## config.mk

```make
export PLATFORM = sky130hd
export DESIGN_NAME = layer_priority_ctrl
export DESIGN_NICKNAME = d
export VERILOG_FILES = /design/src/rtl/layer_priority_ctrl.sv
export SDC_FILE = /design/constraint.sdc
export NUM_CORES = 1
export LEC_CHECK = 0
export ABC_CLOCK_PERIOD_IN_PS = 2400
export BUFFER_PORTS_ARGS = -buffer_cell sky130_fd_sc_hd__buf_4
export CAP_MARGIN = 20
export CORE_ASPECT_RATIO = 0.7
export CORE_MARGIN = 2
export CORE_UTILIZATION = 28
export CTS_CLUSTER_DIAMETER = 150
export DETAILED_ROUTE_END_ITERATION = 10
export PLACE_DENSITY = 0.55
export SLEW_MARGIN = 20
export SYNTH_ARGS = -nofsm -noshare
export SYNTH_HDL_FRONTEND = slang
export SYNTH_SLANG_ARGS = --single-unit
```

## constraint.sdc

```tcl
create_clock -name clk -period 2.4 [get_ports clk]
set_input_delay 0.36 -clock clk [delete_from_list [all_inputs] [get_ports clk]]
set_output_delay 0.36 -clock clk [all_outputs]
set_load 0.01 [all_outputs]
```

## src/rtl/layer_priority_ctrl.sv

```systemverilog
// Layer priority controller for the final pixel compositor.
// Double-buffered priority table (shadow/active) with frame-synchronous commit,
// per-layer blink gating, registered compositing and per-frame collision flags.
module layer_priority_ctrl #(
  parameter int NUM_LAYERS   = 4,
  parameter int RGB_W        = 8,
  parameter int BLINK_FRAMES = 16
) (
  input  logic                        clk,
  input  logic                        resetN,
  input  logic                        startOfFrame,
  input  logic [NUM_LAYERS-1:0]       layer_DR,
  input  logic [NUM_LAYERS*RGB_W-1:0] layer_RGB,
  input  logic [RGB_W-1:0]            backGroundRGB,
  input  logic [NUM_LAYERS-1:0]       blink_mask,
  input  logic                        cfg_valid,
  input  logic [1:0]                  cfg_slot,
  input  logic [1:0]                  cfg_layer,
  output logic                        cfg_ready,
  input  logic                        cfg_commit,
  output logic                        commit_pending,
  output logic [RGB_W-1:0]            RGBOut,
  output logic [NUM_LAYERS-1:0]       collision_flags,
  output logic                        collision_valid
);

  localparam int CW = (BLINK_FRAMES > 1) ? $clog2(BLINK_FRAMES) : 1;
  localparam logic [CW-1:0] BLINK_LAST = CW'(BLINK_FRAMES - 1);

  typedef enum logic {IDLE = 1'b0, PENDING = 1'b1} state_t;

  state_t                  state, state_nxt;
  logic [1:0]              shadow_tbl [NUM_LAYERS];
  logic [1:0]              active_tbl [NUM_LAYERS];
  logic [CW-1:0]           blink_cnt;
  logic                    blink_phase;
  logic [NUM_LAYERS-1:0]   coll_acc;
  logic [NUM_LAYERS-1:0]   coll_hit;
  logic [NUM_LAYERS-1:0]   eff_req;
  logic [RGB_W-1:0]        pix_nxt;
  logic                    found;

  // Config FSM state register.
  always_ff @(posedge clk or negedge resetN) begin
    if (!resetN) state <= IDLE;
    else         state <= state_nxt;
  end

  // Config FSM next state and handshake outputs; a commit seen in the
  // startOfFrame cycle only arms PENDING, so it lands on the following frame.
  always_comb begin
    state_nxt      = state;
    cfg_ready      = 1'b0;
    commit_pending = 1'b0;
    unique case (state)
      IDLE: begin
        cfg_ready = 1'b1;
        if (cfg_commit) state_nxt = PENDING;
      end
      PENDING: begin
        commit_pending = 1'b1;
        if (startOfFrame) state_nxt = IDLE;
      end
      default: state_nxt = IDLE;
    endcase
  end

  // Shadow writes while idle; active table reloads at the frame boundary.
  always_ff @(posedge clk or negedge resetN) begin
    if (!resetN) begin
      for (int unsigned i = 0; i < NUM_LAYERS; i++) begin
        shadow_tbl[i] <= 2'(i);
        active_tbl[i] <= 2'(i);
      end
    end else begin
      if (state == IDLE && cfg_valid) shadow_tbl[cfg_slot] <= cfg_layer;
      if (state == PENDING && startOfFrame) begin
        for (int unsigned i = 0; i < NUM_LAYERS; i++) active_tbl[i] <= shadow_tbl[i];
      end
    end
  end

  // Blink frame counter and phase.
  always_ff @(posedge clk or negedge resetN) begin
    if (!resetN) begin
      blink_cnt   <= '0;
      blink_phase <= 1'b0;
    end else if (startOfFrame) begin
      if (blink_cnt == BLINK_LAST) begin
        blink_cnt   <= '0;
        blink_phase <= ~blink_phase;
      end else begin
        blink_cnt <= blink_cnt + 1'b1;
      end
    end
  end

  // Priority scan: first active slot whose layer requests wins.
  always_comb begin
    eff_req = blink_phase ? (layer_DR & ~blink_mask) : layer_DR;
    pix_nxt = backGroundRGB;
    found   = 1'b0;
    for (int unsigned s = 0; s < NUM_LAYERS; s++) begin
      if (!found && eff_req[active_tbl[s]]) begin
        found   = 1'b1;
        pix_nxt = layer_RGB[active_tbl[s]*RGB_W +: RGB_W];
      end
    end
  end

  // Registered pixel output.
  always_ff @(posedge clk or negedge resetN) begin
    if (!resetN) RGBOut <= '0;
    else         RGBOut <= pix_nxt;
  end

  // Per-layer overlap of the raw requests in this cycle.
  always_comb begin
    coll_hit = '0;
    for (int unsigned i = 0; i < NUM_LAYERS; i++) begin
      coll_hit[i] = layer_DR[i] & (|(layer_DR & ~(NUM_LAYERS'(1) << i)));
    end
  end

  // Collision accumulation; the startOfFrame pixel is deliberately not accumulated.
  always_ff @(posedge clk or negedge resetN) begin
    if (!resetN) begin
      coll_acc        <= '0;
      collision_flags <= '0;
      collision_valid <= 1'b0;
    end else if (startOfFrame) begin
      collision_flags <= coll_acc;
      coll_acc        <= '0;
      collision_valid <= 1'b1;
    end else begin
      coll_acc        <= coll_acc | coll_hit;
      collision_valid <= 1'b0;
    end
  end

endmodule

```

## Word level (Yosys, flattened, before mapping)

Cells that the tools add are included.

- Register bits after elaboration: 39
- Word-level logic and storage cells: 78
- Output and inout port bits: 15

- Bitwise gates (word level): 10
- Reductions and logical operators: 14
- Muxes and demuxes: 27
- Equality and inequality tests: 1
- Shift operators: 4
- $add $sub $neg: 1
- Magnitude comparators: 6

Operators with widths:

| cell | count |
|---|---|
| 32-bit by 6-bit variable part select with 8-bit output | 4 |
| 8-bit two-way mux | 4 |
| 2-bit by 3-bit < comparator with 1-bit output, second input constant | 4 |
| 1-bit two-way mux | 12 |
| 4-bit two-way mux | 3 |
| 3-bit OR reduction | 4 |
| 1-bit binary-select mux with 2-bit select | 4 |
| 8-bit bitwise mux | 1 |
| 1-bit logical AND | 6 |
| 4-bit by 1-bit adder with 4-bit output, second input constant | 1 |
| 1-bit bitwise AND | 4 |
| 4-bit bitwise AND | 1 |
| 2-bit demux with 2-bit select | 1 |
| 4-bit equality test, second input constant | 1 |
| 4-bit inverter | 1 |
| 4-bit bitwise OR | 1 |
| 3-bit greater-or-equal comparator, second input constant | 1 |
| 1-bit logical NOT | 3 |
| 3-bit by 1-bit < comparator with 1-bit output, second input constant | 1 |
| 2-bit inverter with 3-bit output | 1 |
| 2-bit two-way mux | 1 |
| 1-bit inverter | 2 |
| 1-bit one-hot mux with 2 select lines | 1 |
| 2-bit AND reduction | 1 |

## Longest topological paths before layout

Gate-level depths: netlist of the first run.

- Depth after elaboration: 15
- Mapped depth: 9
- Gate-level depth less buffers: 5

## Worst setup path after synthesis of the first run

Ideal clock, no wire load.

- Path kind: reg-to-reg
- Start point: reg active_tbl[2] (netlist name)
- End point: reg RGBOut[0]
- Arrival time: 1,986 ps
- Path buffers: 3
- Stages on the path, launching flop included: 8
- Setup slack: 284 ps
- Period minus slack after synthesis: 2,116 ps
- Cell sequence: dfrtp_1 buf_1 a211oi_1 or4_1 buf_2 buf_6 nor3_1 a211oi_1

- Longest elaborated chain between the ends: 7
- Elaborated cells between the ends (all ways): 9
- Those cells by class: shift: 1; mux: 5; reduce/logical: 3

Ends and longest elaborated chain:

| what | RTL line | source |
|---|---|---|
| start: declaration | 34 | `logic [1:0] active_tbl [NUM_LAYERS];` |
| start signal: indexed assignment | 73 | `active_tbl[i] <= 2'(i);` |
| branches (longest 6 deep; another with 32-bit by 6-bit variable part select with 8-bit output) | - |  |
| 8-bit two-way mux (*) | 104 | `if (!found && eff_req[active_tbl[s]]) begin` |
| via pix_nxt[0] | 40 | `logic [RGB_W-1:0] pix_nxt;` |
| end signal: assignment | 114 | `else RGBOut <= pix_nxt;` |
| end: declaration | 22 | `output logic [RGB_W-1:0] RGBOut,` |

Mark *: on every way through the listed nets, which the timed path passes. The select of a mux whose other input is x is not followed.
A chain may end at the register's enable or synchronous reset.

## Final worst setup path of the first run

- Start point: reg active_tbl[3] (netlist name)
- End point: reg RGBOut[3]

Same word-level chain as after synthesis.

==> results.txt, run 1 <==
The run finished with clean final reports. For the I/O pin count, the log shows 72. The overall fraction of global-route tracks in use was 0.1567. The largest incremental delay on the critical path was 0.64 ns; the clock slew at the register clock pins of the worst setup and hold paths was 0.06 ns.

After synthesis, the largest family of logic cells by area is multiplexers. For this design, the sink count on the clock tree is 39. The starting density of the core came out at 0.2899. The final worst-path setup slack was 0.08822 ns; the maximum net fanout on the critical path was 16. The path class of the tightest hold or removal check is primary input to asynchronous set/reset pin. Post-synthesis compound-gate area fraction: 0.1396. The run gives 441 as the number of standard cells in the layout, taps in and fillers out. Yosys mapped a number of flops with a built-in enable equal to 0.

Capturing element type of the critical path: a flop. The most used flip-flop cell after synthesis is sky130_fd_sc_hd__dfrtp_1. The proportion of synthesized flip-flops having asynchronous set or reset is 1.000.

The worst setup path is of the flop to flop kind. The hold violation total from the final report was 0; the number of synthesized register bits was 39. The post-CTS setup repair buffer count is 0, and the power per cell area is 1184 mW/mm^2. Leakage power: 1.524 nW. The worst ir drop on vdd is 0.3746 mV, and the diode insertion count for antenna repair is 0. The top achievable clock speed came out at 432.6 MHz.

The final global-route overflow total was 0. The initialized floorplan defines 30 standard-cell rows. After synthesis, the cell types taking the most area are sky130_fd_sc_hd__dfrtp_1 27%, sky130_fd_sc_hd__mux4_2 21%, sky130_fd_sc_hd__mux2_2 9.5%. In this run, post-CTS hold repair placed 0 buffers.

During synthesis, Yosys emitted a total of 0 warnings. The run gives 0.3812 as the fraction of the core area covered by cells at the end of the flow. The detailed placer's ending HPWL is 6021 microns, and the weighted congestion reported at the end of routability-driven placement is 0.7796. In this run, the number of DRC markers left after iteration 0 of detailed routing was 184. The synthesized netlist contains 38 unique library cells. After technology mapping, the gate count stands at 236. The overall die area was 0.01098 sq mm; the combined area of all synthesized cells was 0.002840 sq mm. The tools report the number of global-route vias before repair as 2456. The largest individual stage delay along the critical path comes from the cell sky130_fd_sc_hd__dfstp_2. The number of slew-limit violations in the final report is 0, and the share of Yosys cell area claimed by the top area cell type is 0.2731. The critical path goes through mux2i_1, a211oi_4, or4_1, buf_4, nor3_1, a211oi_1. The power after layout came out at 0.004423 W.

Each instance of the synthesized netlist takes up on average 12.03 sq um. The die height is 88.27 microns. For the worst setup path, the data arrival time is 2.47 ns. Synthesis produced a netlist with a net count of 294.

For the initial antenna violation count, the log shows 0. After routing the design area is 0.003735 sq mm. The share of post-route cells with drive strength above 1 was 0.5048. The number of placed instances, taps included, is 433. The post-synthesis mux area share was 0.3683; the via count normalized by instance count was 5.397.

The minimum clock period after layout is 2.312 ns. In the final design database the tool counted 370 nets. The setup violation total in the final timing report was 0; the XOR/XNOR share of the synthesized area was 0.006167. The maximum clock path buffer count was 2. The count of nets left with antenna violations once routing finished came out at 0. The transition time at the pin with the least slew margin was 0.6105 ns. Across the routed clock network, the largest skew measured is 0.002642 ns.

From synthesis to final layout, the design area changed by 31.50%. The area share of and/or/nand/nor cells after synthesis is 0.09956, and the sequential share of the synthesized area is 0.3471. In this run the number of H-tree levels came out at 2.

The first-pass detailed-route iteration total was 4; the pin count of the biggest net entering global routing was 40. The number of clock buffers added by TritonCTS is 5. The global-route wire length before repair was 13500 microns; the DRC violations left was 0. STA classifies the critical path startpoint as a flop.

The final route contains 2380 vias. The placement-stage cell area is 0.003551 sq mm, and the number of maximum-capacitance constraint violations is 0. The die width was 124.4 microns. In this run the standard cell core region covers 0.009797 sq mm. OpenSTA, run right after detailed placement, puts the worst setup slack at 0.04097 ns. TritonCTS built the clock tree. In this run the clock root is driven by a sky130_fd_sc_hd__clkbuf_16.

The number of buffers inserted by port buffering was 71; the arithmetic-cell share of the synthesized area counting full adders, half adders and majority gates was 0.004405. Wire length after detailed routing: 8254 microns. The critical path required time is 2.56 ns. The tools report the worst relative slew slack as 0.5899.

For the worst-skew pair, the clock arrives at the later sink with an insertion delay of 0.29 ns. The biggest area contributor in the post-synthesis netlist is sky130_fd_sc_hd__dfrtp_1. The post-route fraction of the period consumed by the critical path came out at 0.9632. In the final routed layout, each cell accounts on average for 18.72 microns. The register-to-register path setup slack was 0.09 ns.
[where the power goes]
part           internal [W]  switching [W]  total, W
Clock              0.000492       0.000275  0.000767
Combinational       0.00128        0.00115   0.00243
Sequential         0.000939       0.000288   0.00123
[worst max-delay path: cells and delay by family, from the launching register on]
kind                   cells  cell delay [ns]
buffers and inverters      1             0.22
muxes                      1             0.39
and+or+nand+nor            2             0.75
DFF                        1             0.64
AOI/OAI and AO/OA          2             0.18
[sequential cells by signal (all words and copies together) (netlist names)]
register / cells
state: 1
blink_phase: 1
collision_flags: 4
RGBOut: 8
active_tbl: 8
coll_acc: 4
shadow_tbl: 8
collision_valid: 1
blink_cnt: 4
[area by class of cell]
| class | count | area, sq um |
|---|---|---|
| fill | 954 | 6062 |
| timing repair buffer | 85 | 638.1 |
| tap | 128 | 160.2 |
| inverter | 3 | 11.26 |
| clock inverter | 1 | 30.03 |
| clock buffer | 7 | 132.6 |
| multi-input combinational | 178 | 1777 |
| sequential | 39 | 985.9 |
[cells in the mapped netlist (4+ instances only)]
master / count
sky130_fd_sc_hd__or3_1: 4
sky130_fd_sc_hd__buf_2: 4
sky130_fd_sc_hd__o21ai_0: 4
sky130_fd_sc_hd__nor2b_1: 8
sky130_fd_sc_hd__nor3_1: 6
sky130_fd_sc_hd__a211oi_1: 9
sky130_fd_sc_hd__mux4_2: 26
sky130_fd_sc_hd__nor2_1: 12
sky130_fd_sc_hd__o211ai_1: 9
sky130_fd_sc_hd__nand2_1: 6
sky130_fd_sc_hd__dfstp_2: 8
sky130_fd_sc_hd__buf_1: 5
sky130_fd_sc_hd__a21bo_2: 4
sky130_fd_sc_hd__mux2i_1: 19
sky130_fd_sc_hd__clkbuf_1: 4
sky130_fd_sc_hd__a21boi_0: 4
sky130_fd_sc_hd__mux2_2: 24
sky130_fd_sc_hd__a22oi_1: 8
sky130_fd_sc_hd__dfrtp_1: 31
sky130_fd_sc_hd__a21oi_1: 13
[logic make-up after synthesis]
logic type / count (synthesis)
mux: 69
compound gates: 56
simple gates: 50
flops: 39
buf+inv: 19
xor+xnor: 2
fa+ha+maj: 1
[per-stage QoR]
stage               hold slack [ns]  TNS [ns]
finish                      0.05134         0
global route                0.09629  -0.02877
CTS                         0.07580         0
detailed placement           0.3843         0
global placement             0.3785         0
floorplan                   0.06441         0
[path summary, 6_finish.rpt]
| check | start | endpoint | cells after the start |
|---|---|---|---|
| worst max-delay path | active_tbl[3]$_DFFE_PN1P_ | RGBOut[3]$_DFF_PN0_ | 6 |
| worst min-delay path | resetN | collision_valid$_DFF_PN0_ | 1 |
| worst max register to register | active_tbl[3]$_DFFE_PN1P_ | RGBOut[3]$_DFF_PN0_ | 6 |
| worst min register to register | coll_acc[1]$_DFF_PN0_ | coll_acc[1]$_DFF_PN0_ | 2 |
| max in group asynchronous | resetN | active_tbl[4]$_DFFE_PN1P_ | 1 |
| min in group clk | cfg_commit | state$_DFF_PN0_ | 3 |
[routing by layer]
metal | vias to the layer above | part of all wire | track usage
li1 | 1091 | - | -
met1 | 1181 | 0.47 | 0.2314
met2 | 95 | 0.45 | 0.2350
met3 | 13 | 0.068 | 0.03930
met4 | 0 | 0.014 | 0.03166
met5 | - | 0 | 0
[what timing repair did]
item / CTS / global route
hold endpoints to repair: 0 / 0
endpoints found under the setup margin: 0 / 8
gates resized for setup: 0 / 3
[cell usage in the layout, fill, tap and decap left out, types with 2 or more instances in the layout]
master                      netlist  routed
sky130_fd_sc_hd__nand2_1          6       6
sky130_fd_sc_hd__clkbuf_1         4       2
sky130_fd_sc_hd__a22oi_1          8       8
sky130_fd_sc_hd__xnor2_1          2       2
sky130_fd_sc_hd__dfstp_2          8       8
sky130_fd_sc_hd__o21ai_0          4       4
sky130_fd_sc_hd__mux2_2          24      24
sky130_fd_sc_hd__or3_1            4       4
sky130_fd_sc_hd__nand4_1          3       3
sky130_fd_sc_hd__nor3_2           2       2
sky130_fd_sc_hd__nand3_1          2       2
sky130_fd_sc_hd__nor4bb_1         2       2
sky130_fd_sc_hd__a21oi_1         13      13
sky130_fd_sc_hd__o211ai_1         9       9
sky130_fd_sc_hd__nor2_1          12      12
sky130_fd_sc_hd__buf_4            0      85
sky130_fd_sc_hd__a21boi_0         4       4
sky130_fd_sc_hd__nor2b_1          8       8
sky130_fd_sc_hd__a21bo_2          4       4
sky130_fd_sc_hd__nor3_1           6       6
sky130_fd_sc_hd__mux2i_1         19      19
sky130_fd_sc_hd__mux4_2          26      26
sky130_fd_sc_hd__inv_1            3       3
sky130_fd_sc_hd__clkbuf_16        0       5
sky130_fd_sc_hd__a211oi_1         9       8
sky130_fd_sc_hd__dfrtp_1         31      31
(Power assumes the default switching activity.)
==> run 2: changes to the inputs <==
--- a/config.mk
+++ b/config.mk
@@ -10,10 +10,10 @@
 export CAP_MARGIN = 20
 export CORE_ASPECT_RATIO = 0.7
 export CORE_MARGIN = 2
-export CORE_UTILIZATION = 28
+export CORE_UTILIZATION = 52
 export CTS_CLUSTER_DIAMETER = 150
 export DETAILED_ROUTE_END_ITERATION = 10
-export PLACE_DENSITY = 0.55
+export PLACE_DENSITY = 0.85
 export SLEW_MARGIN = 20
 export SYNTH_ARGS = -nofsm -noshare
 export SYNTH_HDL_FRONTEND = slang
==> run 2 against run 1 <==
Effect of this change: the run now ends with setup timing left; die area fell by 45%; sequential power barely moved; routed wire length fell by 7.6%; non-clock buffer count did not move; clock power fell by 24%; largest power group unchanged; first-iteration DRC count rose by 63%; highest routed layer unchanged; cell area fell by 2.5%; critical path depth did not move; critical path type unchanged; final cell count fell by 13%.
==> results.txt, run 2 (synthesis gave the netlist of run 1 again) <==
The run finished, with violations left. The final reports fail on setup timing. Signed area change from the synthesized netlist to the final layout: 28.19%.

Summing all non-filler instances in the final layout gives an area of 0.003641 sq mm. The detailed placer's ending HPWL is 5415 microns, and the post-route fraction of the period consumed by the critical path is 1.038. For this run, design rule violations remaining after detail routing come to 0. The via count normalized by instance count works out to 6.351.

No sink is reached through more buffers than the 2 on the longest clock path. The number of buffers inserted by port buffering is 71. Data arrives at the worst endpoint at 2.66 ns. STA classifies the critical path startpoint as a flop.

The combined buffer and inverter count along the critical path is 1. Along the worst path, the maximum fanout reaches 16. The die height was 65.84 microns; the number of H-tree branching levels was 2.

The run gives 0.2613 as the overall fraction of global-route tracks in use. The setup check on the worst reg-to-reg path leaves a slack of -0.09 ns. Once the clock tree was built, the resizer swapped 0 gates to a different size.

The clock slew at the register clock pins of the worst setup and hold paths was 0.08 ns. Cell type group with the largest total delay on the critical path: simple AND/OR/NAND/NOR gates. For the weighted congestion reported at the end of routability-driven placement, the log shows 0.8816. The tools report the number of global-route vias before repair as 2391. In this run the power density over the cells is 1166 mW/mm^2. The transition time at the pin with the least slew margin works out to 0.6130 ns.

In the final layout, the registers with the most flip-flops are RGBOut (8), active_tbl (8), shadow_tbl (8). The setup path with the least slack is of type flop to flop. Leaving out fill and tap cells, the most frequent cells in the layout are 84 x sky130_fd_sc_hd__buf_4, 30 x sky130_fd_sc_hd__dfrtp_1, 26 x sky130_fd_sc_hd__mux4_2.

Traced cell by cell, the critical path runs through mux2i_1, a211oi_4, or4_1, buf_4, nor3_1, a211oi_2. For this block, the via count after detailed routing is 2445. The worst setup timing slack at the placement stage was 0.04338 ns; the share of post-route cells with drive strength above 1 was 0.5176. For the clock latency reported for the late side of the worst-skew pair, the log shows 0.30 ns. For the worst setup path, the data required time is 2.57 ns.

TritonCTS built the clock tree. The run gives 72 as the I/O pin count. Setup violations remaining at the end of the flow were counted as 2. The average wire per standard cell was 19.82 microns; the global-route wire length before repair was 12240 microns.

The most common library cell in the layout ignoring fill and taps was sky130_fd_sc_hd__buf_4. The wire length after detailed routing was 7629 microns. The initial antenna violation count is 0, and the number of routed nets with antenna violations is 0.

Capturing element type of the critical path: a flop. The worst path in the final design needs a cycle of 2.491 ns, including I/O delays and setup. The worst-case IR drop observed on VDD is 0.5499 mV.

The number of antenna diodes in the final layout is 0. Entering global routing, the biggest net connects 40 pins. The logs give 370 for the final layout net count and 0.005258 sq mm for the placeable core region.

The logs give 300 for the iteration-0 DRC count of the detailed router and 1.511 nW for the leakage power. The tools report the hold violation total from the final report as 0. The path class of the tightest hold or removal check is primary input to asynchronous set/reset pin. The tree is rooted in a sky130_fd_sc_hd__clkbuf_8. For the first-pass detailed-route iteration total, the log shows 4. The logs give 0.007266 ns for the post-route clock skew and 0.003481 sq mm for the placement-stage cell area. The logs give 0 for the number of maximum-capacitance constraint violations and 0.5402 for the starting density of the core. The tools report the final worst-path setup slack as -0.09100 ns. Summed over all layers, the global routing overflow is 0. In this run the post-CTS setup repair buffer count came out at 0. The die covers 0.006079 sq mm. The number of buffers added to fix hold violations after cts was 0. Row generation in the floorplan step produced 22 rows. Based on the critical path, the design can be clocked at up to 401.4 MHz.

The run gives 0.5856 as the worst relative slew slack. The number of slew-limit violations in the final report was 0. The largest single stage delay on the critical path is 0.72 ns.

Buffers inserted during clock tree synthesis total 5. The floorplan step set the die width to 92.34 microns. Cell with the largest stage delay on the worst path: sky130_fd_sc_hd__dfstp_4. Counting every sink on the clock net gives 39.
==> run 2: cell count changes in the layout (fill, tap and decap cells not counted), sizes merged <==
cell and delta:
clkbuf -1, clkinv +1
==> run 2: metal layers <==
metal	vias to the layer above	track usage	share of wire
met4	0	0.05224	0.017
met1	1206	0.3652	0.41
met5	-	0	0
li1	1089	-	-
met3	16	0.05131	0.088
met2	134	0.4325	0.49
==> run 2: area by class of cell <==
| cell class | instances | area, sq um |
|---|---|---|
| inverters | 3 | 11.26 |
| fillers | 395 | 1617 |
| flip-flops and latches | 39 | 991.0 |
| clock buffers | 6 | 82.58 |
| well taps | 72 | 90.09 |
| repair buffers | 85 | 641.9 |
| multi-input cells | 178 | 1789 |
| clock inverters | 2 | 35.03 |
==> run 2: metrics by stage <==
stage               hold slack (ns)  cells  TNS [ns]    util  total power, W
global placement             0.3547    377         0  0.6621        0.003452
detailed placement           0.3619    377         0  0.6621        0.003537
floorplan                   0.06441    236         0       -        0.002847
finish                      0.02213    385   -0.1057  0.6925        0.004244
global route                0.05220    385   -0.5187  0.6925        0.004503
CTS                         0.04194    385         0  0.6844        0.004128
==> run 2: power breakdown <==
part | internal [W] | leakage [nW] | switching, W | total, W
Sequential | 0.000946 | 0.458 | 0.000279 | 0.00123
Clock | 0.000337 | 0.0612 | 0.000243 | 0.000580
Combinational | 0.00129 | 0.991 | 0.00114 | 0.00244
Total | 0.00258 | 1.51 | 0.00167 | 0.00424
==> run 2: path summary, 6_finish.rpt <==
path                                           startpoint                        endpoint  cells past startpoint
worst max-delay path            active_tbl[3]$_DFFE_PN1P_             RGBOut[3]$_DFF_PN0_                      6
worst min-delay path                               resetN  collision_flags[2]$_DFFE_PN0P_                      1
worst max register to register  active_tbl[3]$_DFFE_PN1P_             RGBOut[3]$_DFF_PN0_                      6
worst min register to register      coll_acc[2]$_DFF_PN0_           coll_acc[2]$_DFF_PN0_                      2
max in group asynchronous                          resetN         blink_phase$_DFFE_PN0P_                      1
min in group clk                               cfg_commit                 state$_DFF_PN0_                      3
